File: src/rtl/ahb_pkg.sv
// rtl/ahb_pkg.sv - shared AHB encodings, slave FSM states and DMA descriptor offsets
package ahb_pkg;

    localparam logic [1:0] HTRANS_IDLE   = 2'b00;
    localparam logic [1:0] HTRANS_BUSY   = 2'b01;
    localparam logic [1:0] HTRANS_NONSEQ = 2'b10;
    localparam logic [1:0] HTRANS_SEQ    = 2'b11;

    localparam logic [1:0] HRESP_OKAY  = 2'b00;
    localparam logic [1:0] HRESP_ERROR = 2'b01;

    localparam logic [7:0] DESC_SRC  = 8'hA0;
    localparam logic [7:0] DESC_DST  = 8'hA4;
    localparam logic [7:0] DESC_SIZE = 8'hA8;
    localparam logic [7:0] DESC_CTRL = 8'hAC;

    typedef enum logic [1:0] {
        S_IDLE,
        S_WAIT,
        S_ERR1,
        S_ERR2
    } slave_state_e;

endpackage

File: src/rtl/ahb_byte_ram.sv
// rtl/ahb_byte_ram.sv - four byte-lane arrays, synchronous lane-enabled write, asynchronous word read
module ahb_byte_ram #(
    parameter int WORDS = 64,
    parameter int IDX_W = 6
) (
    input  logic             clk,
    input  logic [IDX_W-1:0] wr_idx,
    input  logic [3:0]       wr_lane,
    input  logic [31:0]      wr_data,
    input  logic [IDX_W-1:0] rd_idx,
    output logic [31:0]      rd_data
);

    logic [7:0] lanes [4][WORDS];

    always_ff @(posedge clk) begin
        for (int i = 0; i < 4; i++) begin
            if (wr_lane[i]) begin
                lanes[i][wr_idx] <= wr_data[8*i +: 8];
            end
        end
    end

    assign rd_data = {lanes[3][rd_idx], lanes[2][rd_idx], lanes[1][rd_idx], lanes[0][rd_idx]};

endmodule

File: src/rtl/ahb_dma_slave_mem.sv
// rtl/ahb_dma_slave_mem.sv - AHB-Lite byte-strobed memory slave with wait states, ERROR responses
// and the requesting side of a DMAC request/acknowledge handshake
module ahb_dma_slave_mem
    import ahb_pkg::*;
#(
    parameter int MEM_DEPTH   = 256,
    parameter int WAIT_STATES = 0
) (
    input  logic        clk,
    input  logic        rst,
    input  logic        HSEL,
    input  logic [31:0] HADDR,
    input  logic [1:0]  HTRANS,
    input  logic        HWRITE,
    input  logic [2:0]  HSIZE,
    input  logic        HREADYIN,
    input  logic [31:0] HWDATA,
    input  logic [3:0]  WSTRB,
    output logic [31:0] HRDATA,
    output logic        HREADYOUT,
    output logic [1:0]  HRESP,
    input  logic        dma_trigger,
    input  logic        req_ack,
    output logic        dma_req,
    output logic [7:0]  err_count
);

    localparam int ADDR_W = $clog2(MEM_DEPTH);
    localparam int IDX_W  = ADDR_W - 2;
    localparam int WORDS  = MEM_DEPTH / 4;
    localparam logic [3:0] WAIT_LAST = (WAIT_STATES > 0) ? 4'(WAIT_STATES - 1) : 4'd0;

    slave_state_e     state;
    logic             pend;
    logic             write_q;
    logic [IDX_W-1:0] idx_q;
    logic [3:0]       wait_cnt;

    logic             accept;
    logic             in_range;
    logic             ram_wr;
    logic [3:0]       wr_lane;
    logic [IDX_W-1:0] addr_idx;
    logic [IDX_W-1:0] rd_idx;
    logic [31:0]      ram_rd;
    logic [31:0]      fwd_rd;
    logic             unused_bits;

    assign accept   = HSEL & HREADYIN & HTRANS[1] & HREADYOUT;
    assign addr_idx = HADDR[ADDR_W-1:2];
    // Range check uses the whole address so aliases above MEM_DEPTH are rejected, not wrapped.
    assign in_range = HADDR[31:2] < 30'(WORDS);
    assign ram_wr   = pend & write_q & ~rst;
    assign wr_lane  = ram_wr ? WSTRB : 4'b0000;
    assign rd_idx   = (state == S_WAIT) ? idx_q : addr_idx;

    assign unused_bits = &{1'b0, HSIZE, HADDR[1:0], HTRANS[0]};

    ahb_byte_ram #(
        .WORDS (WORDS),
        .IDX_W (IDX_W)
    ) u_ram (
        .clk     (clk),
        .wr_idx  (idx_q),
        .wr_lane (wr_lane),
        .wr_data (HWDATA),
        .rd_idx  (rd_idx),
        .rd_data (ram_rd)
    );

    // A write completing this cycle is merged into a read being sampled in the same cycle.
    always_comb begin
        fwd_rd = ram_rd;
        for (int i = 0; i < 4; i++) begin
            if (wr_lane[i] && (idx_q == rd_idx)) begin
                fwd_rd[8*i +: 8] = HWDATA[8*i +: 8];
            end
        end
    end

    always_ff @(posedge clk) begin
        if (rst) begin
            state     <= S_IDLE;
            pend      <= 1'b0;
            write_q   <= 1'b0;
            idx_q     <= '0;
            wait_cnt  <= 4'd0;
            HREADYOUT <= 1'b1;
            HRESP     <= HRESP_OKAY;
            HRDATA    <= 32'd0;
            err_count <= 8'd0;
        end else begin
            pend <= 1'b0;
            case (state)
                S_WAIT: begin
                    if (wait_cnt == 4'd0) begin
                        state     <= S_IDLE;
                        pend      <= 1'b1;
                        HREADYOUT <= 1'b1;
                        if (!write_q) begin
                            HRDATA <= fwd_rd;
                        end
                    end else begin
                        wait_cnt <= wait_cnt - 4'd1;
                    end
                end
                S_ERR1: begin
                    state     <= S_ERR2;
                    HREADYOUT <= 1'b1;
                end
                default: begin
                    state <= S_IDLE;
                    HRESP <= HRESP_OKAY;
                    if (accept) begin
                        idx_q   <= addr_idx;
                        write_q <= HWRITE;
                        if (!in_range) begin
                            state     <= S_ERR1;
                            HREADYOUT <= 1'b0;
                            HRESP     <= HRESP_ERROR;
                            if (err_count != 8'hFF) begin
                                err_count <= err_count + 8'd1;
                            end
                        end else if (WAIT_STATES > 0) begin
                            state     <= S_WAIT;
                            HREADYOUT <= 1'b0;
                            wait_cnt  <= WAIT_LAST;
                        end else begin
                            pend <= 1'b1;
                            if (!HWRITE) begin
                                HRDATA <= fwd_rd;
                            end
                        end
                    end
                end
            endcase
        end
    end

    // A trigger coinciding with an acknowledge starts a fresh request, so trigger wins.
    always_ff @(posedge clk) begin
        if (rst) begin
            dma_req <= 1'b0;
        end else if (dma_trigger) begin
            dma_req <= 1'b1;
        end else if (req_ack && dma_req) begin
            dma_req <= 1'b0;
        end
    end

endmodule
File: config.mk
export PLATFORM = sky130hd
export DESIGN_NAME = ahb_dma_slave_mem
export DESIGN_NICKNAME = d
export VERILOG_FILES = /design/src/rtl/ahb_pkg.sv /design/src/rtl/ahb_byte_ram.sv /design/src/rtl/ahb_dma_slave_mem.sv
export SDC_FILE = /design/constraint.sdc
export NUM_CORES = 2
export LEC_CHECK = 0
export CAP_MARGIN = 20
export CORE_MARGIN = 5
export CORE_UTILIZATION = 28
export DETAILED_ROUTE_END_ITERATION = 16
export PLACE_DENSITY = 0.45
export SLEW_MARGIN = 30
export SYNTH_ARGS = -nofsm -noshare
export SYNTH_HDL_FRONTEND = slang
export SYNTH_HIERARCHICAL = 1
export SYNTH_SLANG_ARGS = --single-unit
File: constraint.sdc
create_clock -name clk -period 4.1 [get_ports clk]
set_input_delay 0.41 -clock clk [delete_from_list [all_inputs] [get_ports clk]]
set_output_delay 0.41 -clock clk [all_outputs]
set_load 0.01 [all_outputs]
==> flow_metrics.py <==
metrics = {
    "critical_path": {
        "critPathLaunchType": "register",
        "cpPeakStageDelay_ns": 0.78,
        "cp_max_fo": 14,
        "cpMostUsedCell": "buf_4",
        "worstSetupPathType": "reg2reg",
        "worstPathCellList": "inv_1 -> ha_1 -> buf_4 -> mux2_2 -> buf_4 -> nor2b_2 -> o221ai_1 -> a31oi_1 -> or3_1 -> a21oi_1 -> o21ai_0 -> a311oi_2",
        "cp-end-kind": "register",
        "cp-startpoint": "state[1]",
        "cp.arrival_ns": 4.55,
        "cp_num_buf_inv": 3,
        "worstPathRequired_ns": 4.82,
        "rr_startpoint": "state[1]",
        "worst_path_max_delay_cell": "nor2b_2",
        "cp_top_family": "compound AO/OA/AOI/OAI gates",
    },
    "synthesis": {
        "syn_area_um2": 82700,
        "synth_fa_ha_area_share_pct": 0.0605,
        "yosysMostFrequentCell": "edfxtp_1",
        "ys_types": 59,
        "synthFlopType": "edfxtp_1",
        "yosys.area_share.simple_pct": 3.92,
        "synth_compound_area_share_pct": 2.71,
        "yosys_warnings": 6,
        "synth_top_family_by_area": "multiplexers",
        "synth-seq-cells": 2105,
        "synth.top_cell.area_share_pct": 74.3,
        "synth.area.mux_share_pct": 15.9,
        "avgSynthCellArea_um2": 21.1,
        "synth_area_leaders": "edfxtp_1 74%, mux4_2 15%, and2_1 1.9%",
        "yosysTopAreaCell": "edfxtp_1",
        "synth-edff-count": 2048,
        "synth-xor-area-share_pct": 0.106,
        "synth_nets": 4005,
        "synthTopCellsByCount": "2048 x edfxtp_1, 538 x mux4_2, 254 x and2_1, 181 x nor2_1, 109 x clkbuf_1",
        "async_flop_share_pct": 0,
        "postSynthCellCount": 3921,
        "ys_seq_area_share_pct": 75.7,
    },
    "route": {
        "wl_per_cell_um": 30.4,
        "ant_nets": 0,
        "met3_length_um": 17000,
        "vias_per_cell": 4.98,
        "dr.max_layer_used": "met5",
        "drt_iter0_drc": 4417,
        "met1_length_um": 114000,
        "drc": 0,
        "num_vias": 42400,
        "dr_wl_met2_um": 120000,
        "wirelength_um": 259000,
        "drtPass1Iterations": 6,
    },
    "sta": {
        "tightest_slew_ns": 1.07,
        "fin_skew_ns": 0.0432,
        "layout_setup_ws_ns": 0.265,
        "maxClockFrequency_ghz": 0.261,
        "fin_tns_setup_ns": 0,
        "relSlewSlack_pct": 28.2,
        "hold_violations": 0,
        "finalCriticalPeriod_ns": 3.83,
        "grt_setup_unrepaired": "no",
        "post-route-period-util_pct": 93.5,
        "finalSetupViolCount": 0,
        "hold_ws_ns": 0.0252,
        "slew_violations": 0,
    },
    "pwr": {
        "peakVddDrop_mv": 0.382,
        "p_per_area_nw_per_um2": 474,
        "p_leak_nw": 30.4,
    },
    "floorplan": {
        "die_w_um": 554,
        "die_h_um": 554,
        "dieArea_um2": 306000,
        "num_rows": 199,
        "core-area_um2": 294000,
        "start_util_pct": 28.1,
        "io_pins": 124,
    },
    "placement": {
        "globalplace.congestion": 0.799,
        "dpl.hpwl_um": 177000,
        "place_ws_ns": 0.0353,
        "portBuffers": 116,
    },
    "job": {
        "max-cap-violations": 0,
    },
    "clock_tree": {
        "postCtsSetupBuffers": 0,
        "cts_buffer_depth": 3,
        "cts_sinks": 2105,
        "clkTransAtPathRegs_ns": 0.06,
        "cts-root-buf": "clkbuf_16",
        "cts_tree": "yes",
        "clk_latency_ns": 0.87,
        "h-tree-depth": 4,
        "cts_inserted_buffers": 225,
    },
    "final_layout": {
        "drive_gt1_share_pct": 28.6,
        "seqCellArea_um2": 62600,
        "syn_to_final_growth_pct": 18.5,
        "fill_cells": 27800,
        "fin_nets": 4429,
        "multi_input_area_um2": 19000,
    },
    "grt": {
        "globalRouteOverflowTotal": 0,
        "grt_max_degree": 74,
        "grt_pass1_vias": 42400,
        "grt_use_total_pct": 16.5,
        "grt_antenna_before_repair": 68,
        "grt_pass1_wl_um": 355000,
    },
    "status": {
        "status": "completed",
    },
    "hold_path": {
        "min_from": "HWDATA[15]",
        "hp-class": "in2reg",
    },
}
-- metal layers --
layer / up-vias / global-route usage [%]
li1: 17300 / -
met1: 23200 / 23.3
met2: 1552 / 25.9
met3: 379 / 3.08
met4: 16 / 4.94
met5: - / 0.154
-- stage by stage --
stage	total power, mW	instance area, um^2	util, %	std cells
finish	46.5	98000	33.3	8513
global route	48.1	97900	33.3	8470
CTS	47.1	97900	33.3	8462
detailed placement	26.9	90600	30.8	8033
global placement	26.9	90500	30.8	8033
floorplan	25.4	82700	-	3921
-- repair_timing --
action,in CTS,in global routing
resized for setup,0,0
hold buffers,4,0
endpoints found under the hold margin,47,0
-- state kept, by name, summed over array words and instances, names as in the netlist --
register,cells
write_q,1
dma_req,1
state,2
u_ram/lanes,2048
err_count,8
wait_cnt,4
HRDATA,32
HREADYOUT,1
idx_q,6
pend,1
HRESP,1
-- layout make-up --
type	instances	area share, %
Sequential cell	2105	63.9
Multi-Input combinational cell	1566	19.4
Antenna cell	51	0.130
Clock buffer	289	6.09
Inverter	12	0.0459
Tap cell	3919	5.00
Timing Repair Buffer	435	4.10
Clock inverter	136	1.36
-- final timing paths --
| kind | slack, ns | to | cells past startpoint |
|---|---|---|---|
| max | 0.27 | HRDATA[0] | 12 |
| min | 0.03 | u_ram/lanes[1][127] | 1 |
| max reg2reg | 0.27 | HRDATA[0] | 12 |
| min reg2reg | 0.48 | HRESP[0] | 2 |
-- cells in the final DEF (no fill, tap or decap), drive strengths merged, types with 14 or more instances in the layout --
| master | count |
|---|---|
| o21ai | 41 |
| nand3 | 38 |
| clkinv | 102 |
| o221ai | 25 |
| a311oi | 33 |
| diode | 51 |
| nand2 | 35 |
| or3 | 14 |
| inv | 23 |
| clkdlybuf4s50 | 83 |
| dfxtp | 57 |
| nor2 | 181 |
| edfxtp | 2048 |
| a21oi | 54 |
| mux2i | 96 |
| o22ai | 101 |
| buf | 348 |
| bufinv | 20 |
| and2 | 254 |
| mux4 | 538 |
| clkbuf | 289 |
-- where the power goes --
group | internal [mW] | switching (mW)
combinational | 1.10 | 1.66
clock | 11.6 | 8.55
sequential | 23.6 | 0.0231
-- cell families (layout without fill, tap and decap cells) --
| kind of cell | after synthesis | after routing |
|---|---|---|
| multiplexers | 644 | 644 |
| buffers and inverters | 250 | 872 |
| AND/OR/NAND/NOR | 601 | 601 |
| other | 1 | 52 |
| adder cells (fa/ha/maj) | 4 | 4 |
| AO/OA/AOI/OAI | 306 | 306 |
| XOR/XNOR | 10 | 10 |
| flip-flops | 2105 | 2105 |
No activity file was read; power rests on OpenSTA's default activity.
